==> config.mk <==
export PLATFORM = sky130hd
export DESIGN_NAME = peripheral_uart_fifo_flat
export DESIGN_NICKNAME = d
export VERILOG_FILES = /design/src/rtl/peripheral_uart_fifo_if.sv /design/src/rtl/peripheral_uart_fifo.sv /design/src/flat_wrapper.sv
export SDC_FILE = /design/constraint.sdc
export NUM_CORES = 1
export LEC_CHECK = 0
export BUFFER_PORTS_ARGS = -buffer_cell sky130_fd_sc_hd__buf_4
export CORE_ASPECT_RATIO = 1.4
export CORE_MARGIN = 2
export CORE_UTILIZATION = 57
export CTS_BUF_LIST = sky130_fd_sc_hd__clkbuf_8 sky130_fd_sc_hd__clkbuf_16
export DETAILED_ROUTE_END_ITERATION = 8
export GPL_TIMING_DRIVEN = 0
export PLACE_DENSITY_LB_ADDON = 0.05
export SETUP_SLACK_MARGIN = 0.5
export SLEW_MARGIN = 40
export SYNTH_ARGS = -nofsm -noshare
export SYNTH_HDL_FRONTEND = slang
export SYNTH_SLANG_ARGS = --single-unit
==> constraint.sdc <==
create_clock -name clk -period 3.34 [get_ports clk]
set_input_delay 0.167 -clock clk [delete_from_list [all_inputs] [get_ports clk]]
set_output_delay 0.167 -clock clk [all_outputs]
set_load 0.05 [all_outputs]
==> src/rtl/peripheral_uart_fifo_if.sv <==
// Processor bus bundle for the FIFO UART peripheral.
// The master drives the strobes; the slave returns registered read data.
interface peripheral_uart_fifo_if;
    logic        cs;
    logic [3:0]  addr;
    logic        rd;
    logic        wr;
    logic [15:0] d_in;
    logic [15:0] d_out;

    modport master (output cs, addr, rd, wr, d_in, input d_out);
    modport slave  (input cs, addr, rd, wr, d_in, output d_out);
endinterface

==> src/rtl/peripheral_uart_fifo.sv <==
// Memory-mapped UART with TX/RX FIFOs, run-time baud divisor, sticky errors, irq.
// Optional parity generation/checking is enabled by defining UART_PARITY_EN.
module peripheral_uart_fifo #(
    parameter int DATA_W     = 8,
    parameter int FIFO_DEPTH = 16,
    parameter int DIV_RESET  = 434
) (
    input  logic                  clk,
    input  logic                  rst,
    peripheral_uart_fifo_if.slave bus,
    output logic                  tx,
    input  logic                  rx,
    output logic                  irq
);
    localparam int AW = $clog2(FIFO_DEPTH);
    localparam int CW = AW + 1;
    localparam logic [CW-1:0] FULL = CW'(FIFO_DEPTH);
    localparam logic [3:0] LAST = 4'(DATA_W - 1);

    typedef enum logic [2:0] {
        IDLE, START, DATA, STOP
`ifdef UART_PARITY_EN
        , PAR
`endif
    } st_e;

    st_e tx_st_q, tx_st_d, rx_st_q, rx_st_d;
    logic [15:0] tx_tmr_q, tx_tmr_d, rx_tmr_q, rx_tmr_d;
    logic [15:0] tx_div_q, tx_div_d, rx_div_q, rx_div_d;
    logic [3:0] tx_bit_q, tx_bit_d, rx_bit_q, rx_bit_d;
    logic [DATA_W-1:0] tx_sh_q, tx_sh_d, rx_sh_q, rx_sh_d;
    logic tx_q, tx_d, irq_q, irq_d;
    logic [AW-1:0] tx_wp_q, tx_wp_d, tx_rp_q, tx_rp_d;
    logic [AW-1:0] rx_wp_q, rx_wp_d, rx_rp_q, rx_rp_d;
    logic [CW-1:0] tx_cnt_q, tx_cnt_d, rx_cnt_q, rx_cnt_d;
    logic [1:0] ctrl_q, ctrl_d;
    logic [15:0] baud_q, baud_d, dout_q, dout_d;
    logic [2:0] ie_q, ie_d, rx_sync_q, rx_sync_d;
    logic [3:0] err_q, err_d;
`ifdef UART_PARITY_EN
    logic [1:0] par_q, par_d;
    logic tx_par_q, tx_par_d, rx_bad_q, rx_bad_d;
`endif

    logic [DATA_W-1:0] tx_mem [FIFO_DEPTH];
    logic [DATA_W-1:0] rx_mem [FIFO_DEPTH];

    logic wr_en, rd_en, rx_line, rx_fall;
    logic tx_push, tx_pop, rx_push, rx_pop, tx_flush, rx_flush;
    logic [15:0] div_eff;
    logic [8:0] status;

    assign tx = tx_q;
    assign irq = irq_q;
    assign bus.d_out = dout_q;

    always_comb begin
        wr_en = bus.cs && bus.wr;
        rd_en = bus.cs && bus.rd;
        div_eff = (baud_q < 16'd4) ? 16'd4 : baud_q;
        rx_sync_d = {rx_sync_q[1:0], rx};
        rx_line = rx_sync_q[1];
        rx_fall = rx_sync_q[2] && !rx_sync_q[1];
        status = {err_q, tx_st_q != IDLE, rx_cnt_q == FULL,
                  rx_cnt_q != '0, tx_cnt_q == '0, tx_cnt_q == FULL};
        tx_st_d = tx_st_q; tx_tmr_d = tx_tmr_q; tx_div_d = tx_div_q;
        tx_bit_d = tx_bit_q; tx_sh_d = tx_sh_q; tx_d = tx_q;
        rx_st_d = rx_st_q; rx_tmr_d = rx_tmr_q; rx_div_d = rx_div_q;
        rx_bit_d = rx_bit_q; rx_sh_d = rx_sh_q;
        ctrl_d = ctrl_q; baud_d = baud_q; ie_d = ie_q; err_d = err_q;
        dout_d = dout_q;
`ifdef UART_PARITY_EN
        par_d = par_q; tx_par_d = tx_par_q; rx_bad_d = rx_bad_q;
`endif
        tx_push = 1'b0; tx_pop = 1'b0; rx_push = 1'b0; rx_pop = 1'b0;
        tx_flush = 1'b0; rx_flush = 1'b0;

        if (wr_en) begin
            case (bus.addr)
                4'h0: if (tx_cnt_q == FULL) err_d[0] = 1'b1;
                      else tx_push = 1'b1;
                4'h2: begin
                    ctrl_d = bus.d_in[1:0];
                    tx_flush = bus.d_in[2];
                    rx_flush = bus.d_in[3];
`ifdef UART_PARITY_EN
                    par_d = bus.d_in[5:4];
`endif
                end
                4'h4: err_d = err_q & ~bus.d_in[8:5];
                4'h8: baud_d = bus.d_in;
                4'hA: ie_d = bus.d_in[2:0];
                default: ;
            endcase
        end

        if (rd_en) begin
            dout_d = '0;
            case (bus.addr)
`ifdef UART_PARITY_EN
                4'h2: dout_d = {10'd0, par_q, 2'b00, ctrl_q};
`else
                4'h2: dout_d = {14'd0, ctrl_q};
`endif
                4'h4: dout_d = 16'(status);
                4'h6: if (rx_cnt_q != '0) begin
                    dout_d = 16'(rx_mem[rx_rp_q]);
                    rx_pop = 1'b1;
                end
                4'h8: dout_d = baud_q;
                4'hA: dout_d = 16'(ie_q);
                4'hC: dout_d = {8'(rx_cnt_q), 8'(tx_cnt_q)};
                default: ;
            endcase
        end

        unique case (tx_st_q)
            IDLE: if (ctrl_q[0] && tx_cnt_q != '0) begin
                tx_pop = 1'b1;
                tx_sh_d = tx_mem[tx_rp_q];
                tx_div_d = div_eff;
                tx_tmr_d = div_eff - 16'd1;
                tx_st_d = START;
                tx_d = 1'b0;
`ifdef UART_PARITY_EN
                tx_par_d = (^tx_mem[tx_rp_q]) ^ par_q[1];
`endif
            end
            START: if (tx_tmr_q != '0) tx_tmr_d = tx_tmr_q - 16'd1;
            else begin
                tx_tmr_d = tx_div_q - 16'd1;
                tx_bit_d = '0;
                tx_st_d = DATA;
                tx_d = tx_sh_q[0];
            end
            DATA: if (tx_tmr_q != '0) tx_tmr_d = tx_tmr_q - 16'd1;
            else begin
                tx_tmr_d = tx_div_q - 16'd1;
                if (tx_bit_q == LAST) begin
                    tx_st_d = STOP;
                    tx_d = 1'b1;
`ifdef UART_PARITY_EN
                    if (par_q[0]) begin
                        tx_st_d = PAR;
                        tx_d = tx_par_q;
                    end
`endif
                end else begin
                    tx_bit_d = tx_bit_q + 4'd1;
                    tx_sh_d = tx_sh_q >> 1;
                    tx_d = tx_sh_q[1];
                end
            end
`ifdef UART_PARITY_EN
            PAR: if (tx_tmr_q != '0) tx_tmr_d = tx_tmr_q - 16'd1;
            else begin
                tx_tmr_d = tx_div_q - 16'd1;
                tx_st_d = STOP;
                tx_d = 1'b1;
            end
`endif
            STOP: if (tx_tmr_q != '0) tx_tmr_d = tx_tmr_q - 16'd1;
                  else tx_st_d = IDLE;
            default: tx_st_d = IDLE;
        endcase

        // Start bit is re-checked half a bit period after the falling edge
        unique case (rx_st_q)
            IDLE: if (ctrl_q[1] && rx_fall) begin
                rx_st_d = START;
                rx_div_d = div_eff;
                rx_tmr_d = (div_eff >> 1) - 16'd1;
`ifdef UART_PARITY_EN
                rx_bad_d = 1'b0;
`endif
            end
            START: if (rx_tmr_q != '0) rx_tmr_d = rx_tmr_q - 16'd1;
            else if (rx_line) rx_st_d = IDLE;
            else begin
                rx_st_d = DATA;
                rx_tmr_d = rx_div_q - 16'd1;
                rx_bit_d = '0;
            end
            DATA: if (rx_tmr_q != '0) rx_tmr_d = rx_tmr_q - 16'd1;
            else begin
                rx_tmr_d = rx_div_q - 16'd1;
                rx_sh_d = {rx_line, rx_sh_q[DATA_W-1:1]};
                if (rx_bit_q == LAST) begin
                    rx_st_d = STOP;
`ifdef UART_PARITY_EN
                    if (par_q[0]) rx_st_d = PAR;
`endif
                end else rx_bit_d = rx_bit_q + 4'd1;
            end
`ifdef UART_PARITY_EN
            PAR: if (rx_tmr_q != '0) rx_tmr_d = rx_tmr_q - 16'd1;
            else begin
                rx_tmr_d = rx_div_q - 16'd1;
                rx_st_d = STOP;
                if (rx_line != ((^rx_sh_q) ^ par_q[1])) begin
                    err_d[3] = 1'b1;
                    rx_bad_d = 1'b1;
                end
            end
`endif
            STOP: if (rx_tmr_q != '0) rx_tmr_d = rx_tmr_q - 16'd1;
            else begin
                rx_st_d = IDLE;
                if (!rx_line) err_d[2] = 1'b1;
`ifdef UART_PARITY_EN
                else if (rx_bad_q) rx_push = 1'b0;
`endif
                else if (rx_cnt_q != FULL || rx_pop) rx_push = 1'b1;
                else err_d[1] = 1'b1;
            end
            default: rx_st_d = IDLE;
        endcase

        tx_wp_d = tx_wp_q + AW'(tx_push);
        tx_rp_d = tx_rp_q + AW'(tx_pop);
        tx_cnt_d = tx_cnt_q + CW'(tx_push) - CW'(tx_pop);
        if (tx_flush) begin
            tx_rp_d = tx_wp_q;
            tx_cnt_d = '0;
        end
        rx_wp_d = rx_wp_q + AW'(rx_push);
        rx_rp_d = rx_rp_q + AW'(rx_pop);
        rx_cnt_d = rx_cnt_q + CW'(rx_push) - CW'(rx_pop);
        if (rx_flush) begin
            rx_rp_d = rx_wp_d;
            rx_cnt_d = '0;
        end

        irq_d = (status[2] & ie_q[0]) | (status[1] & ie_q[1])
              | ((|err_q) & ie_q[2]);
    end

    always_ff @(posedge clk) begin
        if (tx_push) tx_mem[tx_wp_q] <= bus.d_in[DATA_W-1:0];
        if (rx_push) rx_mem[rx_wp_q] <= rx_sh_q;
    end

    always_ff @(posedge clk) begin
        if (rst) begin
            tx_st_q <= IDLE; rx_st_q <= IDLE;
            tx_tmr_q <= '0; rx_tmr_q <= '0;
            tx_div_q <= 16'(DIV_RESET); rx_div_q <= 16'(DIV_RESET);
            tx_bit_q <= '0; rx_bit_q <= '0;
            tx_sh_q <= '0; rx_sh_q <= '0;
            tx_q <= 1'b1; irq_q <= 1'b0;
            tx_wp_q <= '0; tx_rp_q <= '0; tx_cnt_q <= '0;
            rx_wp_q <= '0; rx_rp_q <= '0; rx_cnt_q <= '0;
            ctrl_q <= '0; baud_q <= 16'(DIV_RESET);
            ie_q <= '0; err_q <= '0; dout_q <= '0;
            rx_sync_q <= '1;
`ifdef UART_PARITY_EN
            par_q <= '0; tx_par_q <= 1'b0; rx_bad_q <= 1'b0;
`endif
        end else begin
            tx_st_q <= tx_st_d; rx_st_q <= rx_st_d;
            tx_tmr_q <= tx_tmr_d; rx_tmr_q <= rx_tmr_d;
            tx_div_q <= tx_div_d; rx_div_q <= rx_div_d;
            tx_bit_q <= tx_bit_d; rx_bit_q <= rx_bit_d;
            tx_sh_q <= tx_sh_d; rx_sh_q <= rx_sh_d;
            tx_q <= tx_d; irq_q <= irq_d;
            tx_wp_q <= tx_wp_d; tx_rp_q <= tx_rp_d; tx_cnt_q <= tx_cnt_d;
            rx_wp_q <= rx_wp_d; rx_rp_q <= rx_rp_d; rx_cnt_q <= rx_cnt_d;
            ctrl_q <= ctrl_d; baud_q <= baud_d;
            ie_q <= ie_d; err_q <= err_d; dout_q <= dout_d;
            rx_sync_q <= rx_sync_d;
`ifdef UART_PARITY_EN
            par_q <= par_d; tx_par_q <= tx_par_d; rx_bad_q <= rx_bad_d;
`endif
        end
    end
endmodule

==> src/flat_wrapper.sv <==
// flat-port wrapper written by rule: the top's interface ports become plain ports
module peripheral_uart_fifo_flat 
#(
    parameter int DATA_W     = 8,
    parameter int FIFO_DEPTH = 16,
    parameter int DIV_RESET  = 434
)
  (clk, rst, tx, rx, irq, bus_cs, bus_addr, bus_rd, bus_wr, bus_d_in, bus_d_out);
  peripheral_uart_fifo_if bus_i ();
  input  logic clk;
  input  logic rst;
  output logic tx;
  input  logic rx;
  output logic irq;
  input wire logic [$bits(bus_i.cs)-1:0] bus_cs;
  input wire logic [$bits(bus_i.addr)-1:0] bus_addr;
  input wire logic [$bits(bus_i.rd)-1:0] bus_rd;
  input wire logic [$bits(bus_i.wr)-1:0] bus_wr;
  input wire logic [$bits(bus_i.d_in)-1:0] bus_d_in;
  output wire logic [$bits(bus_i.d_out)-1:0] bus_d_out;
  assign bus_i.cs = bus_cs;
  assign bus_i.addr = bus_addr;
  assign bus_i.rd = bus_rd;
  assign bus_i.wr = bus_wr;
  assign bus_i.d_in = bus_d_in;
  assign bus_d_out = bus_i.d_out;
  peripheral_uart_fifo #(.DATA_W(DATA_W), .FIFO_DEPTH(FIFO_DEPTH), .DIV_RESET(DIV_RESET)) u_core (.clk(clk), .rst(rst), .bus(bus_i), .tx(tx), .rx(rx), .irq(irq));
endmodule
==> flow_metrics.tcl, run 1 <==
set metrics [dict create \
    die_area_um2 36010 \
    synth_fp_nets 1766 \
    area.growth.synth_to_final_pct 19.35 \
    vias 14851 \
    route.detailed.drc 0 \
    wl_per_cell_um 23.67 \
    p_leak_uw 0.007893 \
    drv_cap 0 \
    syn_inst 1699 \
    status "completed" \
    setup_viol 0 \
    fill_cells 2529 \
    cts_tree "yes" \
    antenna_found_initial 0 \
    timing.rr.end "u_core.rx_tmr_q[0]" \
    drt-total-wl_mm 55.69 \
    pre_cts_slack_ns -0.2622 \
    grt_pass1_vias 14498 \
    synthTopCellsByArea "edfxtp_1 (39%), dfxtp_1 (17%), mux4_2 (6.9%)" \
    min_period_ns 3.090 \
    setup.worst_path.start_class "flop" \
    ir_drop_mv 0.6310 \
    synthesis.area_um2 19660 \
    cts_buffers 42 \
    final_layout_size_suffix_gt1_frac 0.2177 \
    ys.flop_type "edfxtp_1" \
    ant_nets 0 \
    layout_common_cells "edfxtp_1 (256), nand2_1 (182), dfxtp_1 (156)" \
    fin_total_pwr_uw 14240 \
    finClkSkew_ns 0.03383 \
    start_util 0.5777 \
    yosys_warnings 0 \
    r2r_slack_ns 0.25 \
    tightest_slew_ns 0.9204 \
    hold_path_class "in -> reg" \
    yosys.area.top_type "edfxtp_1" \
    end_kind "flop" \
    drtIter0Drc 1737 \
    r2r_cells 19 \
    critical_path_required_ns 3.82 \
    gp_congestion 0.9382 \
    crit-reg2reg-launch "u_core.baud_q[10]" \
    ios 44 \
    cts_root_buf "clkbuf_16" \
    grt_setup_unrepaired "true" \
    ys_async_sr_fraction 0 \
    grt_max_degree 21 \
    synth_area_per_cell_um2 11.57 \
    cts-htree-levels 2 \
    ys_ff_latch 420 \
    grt_use_total 0.3110 \
    firstDrtPassIters 5 \
    dp_hpwl_mm 37.77 \
    hold_path_end "u_core.rx_wp_q[1]" \
    fin_crit_sh 0.9251 \
    cp.arrival_ns 3.57 \
    slew_viol_final 0 \
    setup_ws_ns 0.2500 \
    diodes 0 \
    portBuffers 40 \
    die_x_um 161.0 \
    clk_latency_ns 0.58 \
    cts.sink_count 420 \
    criticalPathCategory "reg -> reg" \
    mostFrequentLayoutCell "edfxtp_1" \
    die_h_um 223.7 \
    clk_path_buf_depth 3 \
    path_clk_slew_ns 0.06 \
    worstHoldPathCells 2 \
    timing.fmax_mhz 323.6 \
    avgViaCountPerCell 6.312 \
    nets 1937 \
    rows 80 \
    ys_seq_area_frac 0.5580 \
    hold_viol 0 \
    synth_edf_count 256 \
    grt_pass1_wl_mm 85.57 \
    netlist.area_leader.share 0.3910 \
    power_density_nw_per_um2 606.9 \
    hold_start "rst" \
    grt_remaining_overflow 0 \
    fp.coreArea_um2 34030 \
    maxSlewHeadroom 0.3864 \
    critPathMaxFanout 10 \
    synth.distinct_cells 86 \
]
final cells by class:
type,count,area [µm²],share of cell area
clock buffer,44,1090,0.04644
buffer,106,485.5,0.02069
clock inverter,32,294.0,0.01253
timing repair buffer,127,1106,0.04714
tap,451,564.3,0.02405
inverter,50,195.2,0.008318
multi-input combinational,1123,8747,0.3728
sequential,420,10980,0.4681
flip-flops by register name (all words and copies together) (netlist names), 16 cells and up:
| signal | flops |
|---|---|
| u_core.rx_div_q | 16 |
| u_core.tx_mem | 128 |
| u_core.rx_tmr_q | 16 |
| u_core.rx_mem | 128 |
| u_core.tx_tmr_q | 16 |
| u_core.tx_div_q | 16 |
| u_core.baud_q | 16 |
| u_core.bus.d_out | 16 |
synth_stat cells, types with 6 or more instances:
cell / number
a211oi_1: 14
a21oi_1: 102
a221oi_1: 8
a222oi_1: 6
a22oi_1: 10
a31oi_1: 17
and3_1: 7
buf_1: 9
buf_2: 18
clkbuf_1: 76
dfxtp_1: 164
edfxtp_1: 256
ha_1: 39
inv_1: 46
mux2i_1: 45
mux4_2: 60
nand2_1: 185
nand2b_1: 13
nand3_1: 70
nand4_1: 8
nor2_1: 113
nor2b_1: 11
nor3_1: 55
nor4_1: 25
o211ai_1: 10
o21ai_0: 47
o221ai_1: 23
o22ai_1: 10
o31ai_1: 9
or2_2: 8
or3_1: 11
or4_1: 17
xnor2_1: 54
xor2_1: 29
logic make-up after synthesis:
group	after synthesis	share of synthesized area
adder cells (fa/ha/maj)	41	0.02686
AND/OR/NAND/NOR	567	0.1426
flip-flops	420	0.5580
buffers and inverters	156	0.03157
multiplexers	109	0.09413
AO/OA/AOI/OAI	323	0.1099
XOR/XNOR	83	0.03698
metal layers:
layer	GRT usage	vias to the layer above	routed length, µm
met5	0	-	0
met4	0.1037	0	1820
met3	0.03685	128	3461
met2	0.5290	646	27820
met1	0.4180	7329	22590
li1	-	6748	-
repair_timing:
item	4_1_cts	5_1_grt
hold buffers	18	0
gates cloned	0	0
pin swaps	40	32
endpoints found under the hold margin	143	0
endpoints found under the setup margin	180	182
buffers inserted	49	20
resized for setup	95	51
worst max-delay path, cell delays in order (launching register included):
cell and delay, ns:
dfxtp_1 0.30, clkbuf_8 0.17, or4_4 0.46, nor4_4 0.24, nand2_2 0.11, buf_4 0.15, buf_6 0.10, buf_6 0.10
buf_6 0.10, buf_6 0.11, buf_6 0.10, buf_6 0.10, buf_6 0.11, buf_6 0.10, buf_4 0.12, buf_6 0.10
buf_6 0.10, a31oi_4 0.17, o31ai_2 0.11, a21oi_1 0.14
where the power goes:
| group | leakage, µW | total [µW] | internal [µW] | switching, µW |
|---|---|---|---|---|
| sequential | 0.00366 | 5710 | 5580 | 127 |
| clock | 0.000693 | 4720 | 2690 | 2030 |
| combinational | 0.00354 | 3820 | 1500 | 2320 |
| total | 0.00789 | 14200 | 9770 | 4470 |
worst max-delay path by stage:
stage	from	end	slack [ns]	cells past startpoint
CTS	u_core.baud_q[11]	u_core.tx_tmr_q[15]	0.15	12
global route	u_core.baud_q[11]	u_core.tx_tmr_q[15]	0.16	12
finish	u_core.baud_q[10]	u_core.rx_tmr_q[0]	0.25	19
detailed placement	u_core.baud_q[10]	u_core.tx_tmr_q[15]	-0.26	11
global placement	u_core.rx_tmr_q[4]	u_core.rx_mem[6][6]	-0.38	5
floorplan	u_core.baud_q[11]	u_core.tx_tmr_q[15]	0.30	12
stage by stage:
step           utilization  std cells  hold slack [ns]  cell area [µm²]  setup TNS, ns
3_3_place_gp        0.6065       2190           0.3582            20640         -40.10
4_1_cts             0.6782       2333           0.1199            23080              0
2_1_floorplan            -       1699           0.2591            19780              0
6_report            0.6895       2353           0.1383            23470              0
5_1_grt             0.6895       2353           0.1460            23470              0
3_5_place_dp        0.6085       2190           0.3590            20710         -7.089
Power figures use the tool's default switching activity.
==> run 2: changes to the inputs <==
CAP_MARGIN = 20   (was unset)
SETUP_SLACK_MARGIN = 0.02   (was 0.5)
==> run 2 against run 1 <==
Clock power fell by 2%. Final cell count fell by 2.8%. Combinational power fell by 9.7%. Sequential power barely moved. Critical path depth fell by 7. Worst hold slack got worse by 0.052 ns. Worst setup slack got worse by 0.063 ns. Via count fell by 2.4%.
==> flow_metrics.tcl, run 2 (synthesized netlist as in run 1, its figures left out) <==
set metrics [dict create \
    status "completed" \
    criticalPathCategory "reg -> reg" \
    fin_area_um2 22370 \
    p_sw_uw 4393 \
    grt_pass1_vias 14440 \
    grt_remaining_overflow 0 \
    busiest_layer "met2" \
    wl_per_cell_um 23.92 \
    path_clk_slew_ns 0.06 \
    p_leak_uw 0.007474 \
    crit_path_max_incr_delay_ns 0.51 \
    power_frac_comb 0.251 \
    ant_nets 0 \
    critPathMaxFanout 9 \
    cp_top_family "simple AND/OR/NAND/NOR gates" \
    gp_congestion 0.9104 \
    portBuffers 40 \
    use_met3 0.04203 \
    r2r_slack_ns 0.19 \
    hold_viol 0 \
    die_h_um 223.7 \
    timing.fmax_mhz 317.2 \
    cts_tree "yes" \
    critical_path_required_ns 3.83 \
    grt_setup_unrepaired "false" \
    rows 80 \
    cts_buffers 42 \
    fin_total_pwr_uw 13780 \
    avgViaCountPerCell 6.335 \
    critical_path_buf_inv_count 1 \
    r2r_cells 12 \
    tightest_slew_ns 0.9008 \
    start_util 0.5777 \
    cts_root_buf "clkbuf_16" \
    drtIter0Drc 1534 \
    finalHoldWorstSlack_ns 0.08663 \
    switching_share 0.3188 \
    biggestRegsByFlops "u_core.rx_mem x128, u_core.tx_mem x128" \
    hold_start "rst" \
    finClkSkew_ns 0.01122 \
    finish.utilization 0.6573 \
    end_kind "flop" \
    cts.sink_count 420 \
    setup.worst_path.start_class "flop" \
    grt_use_met1 0.4017 \
    final_layout_size_suffix_gt1_frac 0.1536 \
    grtUsageMet2 0.5199 \
    grt_pass1_wl_mm 84.42 \
    hold_path_class "in -> reg" \
    min_period_ns 3.153 \
    drt-total-wl_mm 54.71 \
    layout_common_cells "edfxtp_1 (256), nand2_1 (183), dfxtp_1 (161)" \
    crit-reg2reg-launch "u_core.baud_q[11]" \
    maxSlewHeadroom 0.3995 \
    ios 44 \
    fp.coreArea_um2 34030 \
    dp_hpwl_mm 38.45 \
    slew_viol_final 0 \
    worstHoldPathCells 2 \
    antenna_found_initial 0 \
    drv_cap 0 \
    cts-htree-levels 2 \
    clk_path_buf_depth 3 \
    route.detailed.drc 0 \
    die_x_um 161.0 \
    timing.rr.end "u_core.tx_tmr_q[15]" \
    clk_latency_ns 0.56 \
    die_area_um2 36010 \
    pwr-share-clk 0.336 \
    firstDrtPassIters 6 \
    grt_max_degree 21 \
    area.growth.synth_to_final_pct 13.78 \
    intPower_uw 9389 \
    crit_top_cell "nor4_4" \
    vias 14489 \
    cpMaxStageDelayCell "or4_4" \
    fin_crit_sh 0.9439 \
    mostFrequentLayoutCell "edfxtp_1" \
    hold_path_end "u_core.rx_wp_q[1]" \
    diodes 0 \
    cp.arrival_ns 3.64 \
    setup_viol 0 \
    worstPathCellList "buf_6 -> or4_4 -> nor4_4 -> nand2_2 -> nand2_4 -> ha_4 -> or3b_4 -> nor4_4 -> nand2_1 -> or3_1 -> a31o_2 -> o21ai_1" \
    sequentialPowerShare 0.414 \
    nets 1872 \
    ir_drop_mv 1.035 \
    fin_setup_tns_ns 0 \
    placedInstanceArea_um2 20620 \
    power_density_nw_per_um2 616.1 \
    grt_use_total 0.3077 \
]
## run 2: metrics by stage
step / worst slack [ns] / std cells
after global placement: -0.7559 / 2190
after CTS: -0.1355 / 2286
after floorplan: 0.03565 / 1699
final: 0.1872 / 2287
after global routing: 0.04057 / 2287
after detailed placement: -0.6158 / 2191
## run 2: how the worst max path moves through the flow
stage                             start                  end  depth (start not counted)
floorplan             u_core.baud_q[11]  u_core.tx_tmr_q[15]                         12
global placement     u_core.rx_tmr_q[4]  u_core.rx_mem[0][6]                          6
detailed placement    u_core.baud_q[10]  u_core.tx_tmr_q[15]                         11
CTS                  u_core.rx_tmr_q[4]  u_core.rx_mem[1][7]                          6
global route        u_core.rx_tmr_q[11]  u_core.rx_mem[1][2]                          6
finish                u_core.baud_q[11]  u_core.tx_tmr_q[15]                         12
## run 2: layer usage
layer,vias to the layer above,part of all wire
met5,-,0
met4,0,0.043
met3,142,0.063
met2,628,0.49
met1,7099,0.41
li1,6620,-
## run 2: what timing repair did
| item | CTS | global route |
|---|---|---|
| endpoints found under the hold margin | 144 | 0 |
| hold buffers | 18 | 0 |
| endpoints found under the setup margin | 85 | 145 |
| pin swaps | 6 | 4 |
| resized for setup | 28 | 12 |
| setup buffers | 4 | 2 |
## run 2: area by class of cell
type | instances | area (µm²)
inverters | 50 | 191.4
clock buffers | 43 | 1076
plain buffers | 103 | 434.2
fillers | 2642 | 11660
flip-flops and latches | 420 | 10970
multi-input cells | 1123 | 8313
clock inverters | 32 | 285.3
well taps | 451 | 564.3
repair buffers | 65 | 530.5
## run 2: power groups by stage
stage / clock network [µW] / registers (µW) / logic (µW)
after floorplan: 0 / 5790 / 2460
after global placement: 0 / 5810 / 3310
final: 4630 / 5700 / 3450
after CTS: 4690 / 5700 / 3370
after detailed placement: 0 / 5810 / 3330
after global routing: 4880 / 5720 / 3730
==> run 3: changes to the inputs <==
REMOVE_ABC_BUFFERS = 1   (was unset)
==> run 3 against run 2 <==
Final cell count decreased by 3.5%. Utilization shrank 0.47 points. Clock-buffer cell count up 1. Flip-flop and latch count unchanged. Die area stayed put. Cell area down 0.72%. Global-route usage decreased by 3.2 points. Sequential share of layout area grew 0.48 points. Combinational power down 6%.
==> flow_metrics.tcl, run 3 (synthesized netlist as in run 1, its figures left out) <==
set metrics [dict create \
    status "completed" \
    die_x_um 161.0 \
    fin_total_pwr_uw 13620 \
    route.detailed.drc 0 \
    antenna_found_initial 0 \
    crit_path_max_incr_delay_ns 0.57 \
    cp.arrival_ns 3.80 \
    setup.worst_path.start_class "flop" \
    power_frac_comb 0.239 \
    avgViaCountPerCell 6.266 \
    power_density_nw_per_um2 613.5 \
    finClkSkew_ns 0.01685 \
    grt_setup_unrepaired "true" \
    criticalPathCategory "reg -> reg" \
    diodes 0 \
    setup_ws_ns 0.01206 \
    crit_top_cell "buf_4" \
    grt_pass1_vias 13520 \
    tightest_slew_ns 0.8344 \
    biggestRegsByFlops "u_core.rx_mem x128, u_core.tx_mem x128" \
    maxSlewHeadroom 0.4437 \
    setup_viol 0 \
    ios 44 \
    p_leak_uw 0.007403 \
    cts_root_buf "clkbuf_16" \
    grt_max_degree 116 \
    drtIter0Drc 1252 \
    wl_per_cell_um 22.45 \
    switching_share 0.3103 \
    timing.fmax_mhz 300.5 \
    worstPathCellList "or4_4 -> nor4_4 -> nand2_1 -> buf_4 -> buf_4 -> buf_4 -> buf_4 -> buf_4 -> buf_4 -> buf_4 -> buf_4 -> buf_4 -> buf_4 -> buf_4 -> a31oi_2 -> o31ai_1 -> a21oi_1" \
    ir_drop_mv 0.5332 \
    fin_crit_sh 0.9964 \
    cts.sink_count 420 \
    die_h_um 223.7 \
    clk_latency_ns 0.56 \
    pre_cts_slack_ns -0.8454 \
    grt_pass1_wl_mm 77.38 \
    drt-total-wl_mm 49.56 \
    end_kind "flop" \
    ant_nets 0 \
    portBuffers 43 \
    cts_buffers 41 \
    clk_path_buf_depth 3 \
    hold_path_class "in -> reg" \
    slew_viol_final 0 \
    mostFrequentLayoutCell "edfxtp_1" \
    grt_use_total 0.2757 \
    sequentialPowerShare 0.418 \
    min_period_ns 3.328 \
    fill_cells 2645 \
    start_util 0.5777 \
    cts-htree-levels 2 \
    vias 13836 \
    intPower_uw 9398 \
    layout_common_cells "edfxtp_1 (256), nand2_1 (184), dfxtp_1 (151)" \
    pwr-share-clk 0.342 \
    final_layout_size_suffix_gt1_frac 0.1719 \
    fp.coreArea_um2 34030 \
    rows 80 \
    grt_remaining_overflow 0 \
    path_clk_slew_ns 0.06 \
    gp_congestion 0.8358 \
    cts_tree "yes" \
    dp_hpwl_mm 32.64 \
    die_area_um2 36010 \
    hold_viol 0 \
    critPathMaxFanout 9 \
    p_sw_uw 4227 \
    drv_cap 0 \
    area.growth.synth_to_final_pct 12.96 \
    critical_path_required_ns 3.82 \
    firstDrtPassIters 5 \
    nets 1792 \
    cpMaxStageDelayCell "or4_4" \
]
==> run 3: through the flow <==
step                      cell area [µm²]  cells  setup TNS, ns  hold WS, ns    util
after floorplan                     19230   1593        -0.1475       0.2361       -
after CTS                           22120   2204              0      0.01684  0.6498
final                               22210   2208              0      0.03609  0.6525
after global routing                22210   2208        -0.1556      0.06821  0.6525
after detailed placement            20330   2094         -63.49       0.3562  0.5972
after global placement              20110   2087        -133.00       0.3536  0.5910
==> run 3: final timing paths <==
| path | from | to | slack (ns) | depth (start not counted) |
|---|---|---|---|---|
| hold reg to reg | u_core.rx_sync_q[0] | u_core.rx_sync_q[1] | 0.42 | 1 |
| setup / recovery | u_core.baud_q[11] | u_core.rx_tmr_q[0] | 0.01 | 17 |
| hold / removal | bus_addr[0] | u_core.bus.d_out[2] | 0.04 | 4 |
| setup reg to reg | u_core.baud_q[11] | u_core.rx_tmr_q[0] | 0.01 | 17 |
==> run 3: worst max-delay path, delay by kind of cell, from the launching register on <==
kind	cells	cell delay [ns]
buffers and inverters	11	1.40
AND/OR/NAND/NOR	3	0.94
AO/OA/AOI/OAI	3	0.52
flip-flops	1	0.39
==> run 3: area by class of cell <==
type | instances | area [µm²] | area share
timing repair buffer | 88 | 753.2 | 0.03392
clock buffer | 44 | 1079 | 0.04857
multi-input combinational | 1124 | 8338 | 0.3755
inverter | 50 | 193.9 | 0.008733
sequential | 420 | 11000 | 0.4954
tap | 451 | 564.3 | 0.02541
clock inverter | 31 | 277.8 | 0.01251
==> run 3: metal layers <==
metal / up-vias / GRT usage / routed length (µm)
met4: 0 / 0.07488 / 1139
met3: 83 / 0.03685 / 2449
met5: - / 0 / 0
met1: 6892 / 0.3659 / 20750
met2: 393 / 0.4793 / 25220
li1: 6468 / - / -
==> run 3: power groups by stage <==
stage               combinational, µW  clock, µW  sequential [µW]
floorplan                        2310          0             5800
global placement                 3050          0             5810
detailed placement               3150          0             5810
CTS                              3200       4720             5700
global route                     3580       4910             5710
finish                           3260       4660             5700
==> run 3: repair_timing <==
| action | 4_1_cts | 5_1_grt |
|---|---|---|
| endpoints found under the hold margin | 139 | 0 |
| setup buffers | 18 | 2 |
| cloned | 0 | 1 |
| setup endpoints to repair | 165 | 72 |
| pin swaps | 6 | 3 |
| hold buffers | 17 | 0 |
| gates resized for setup | 34 | 12 |
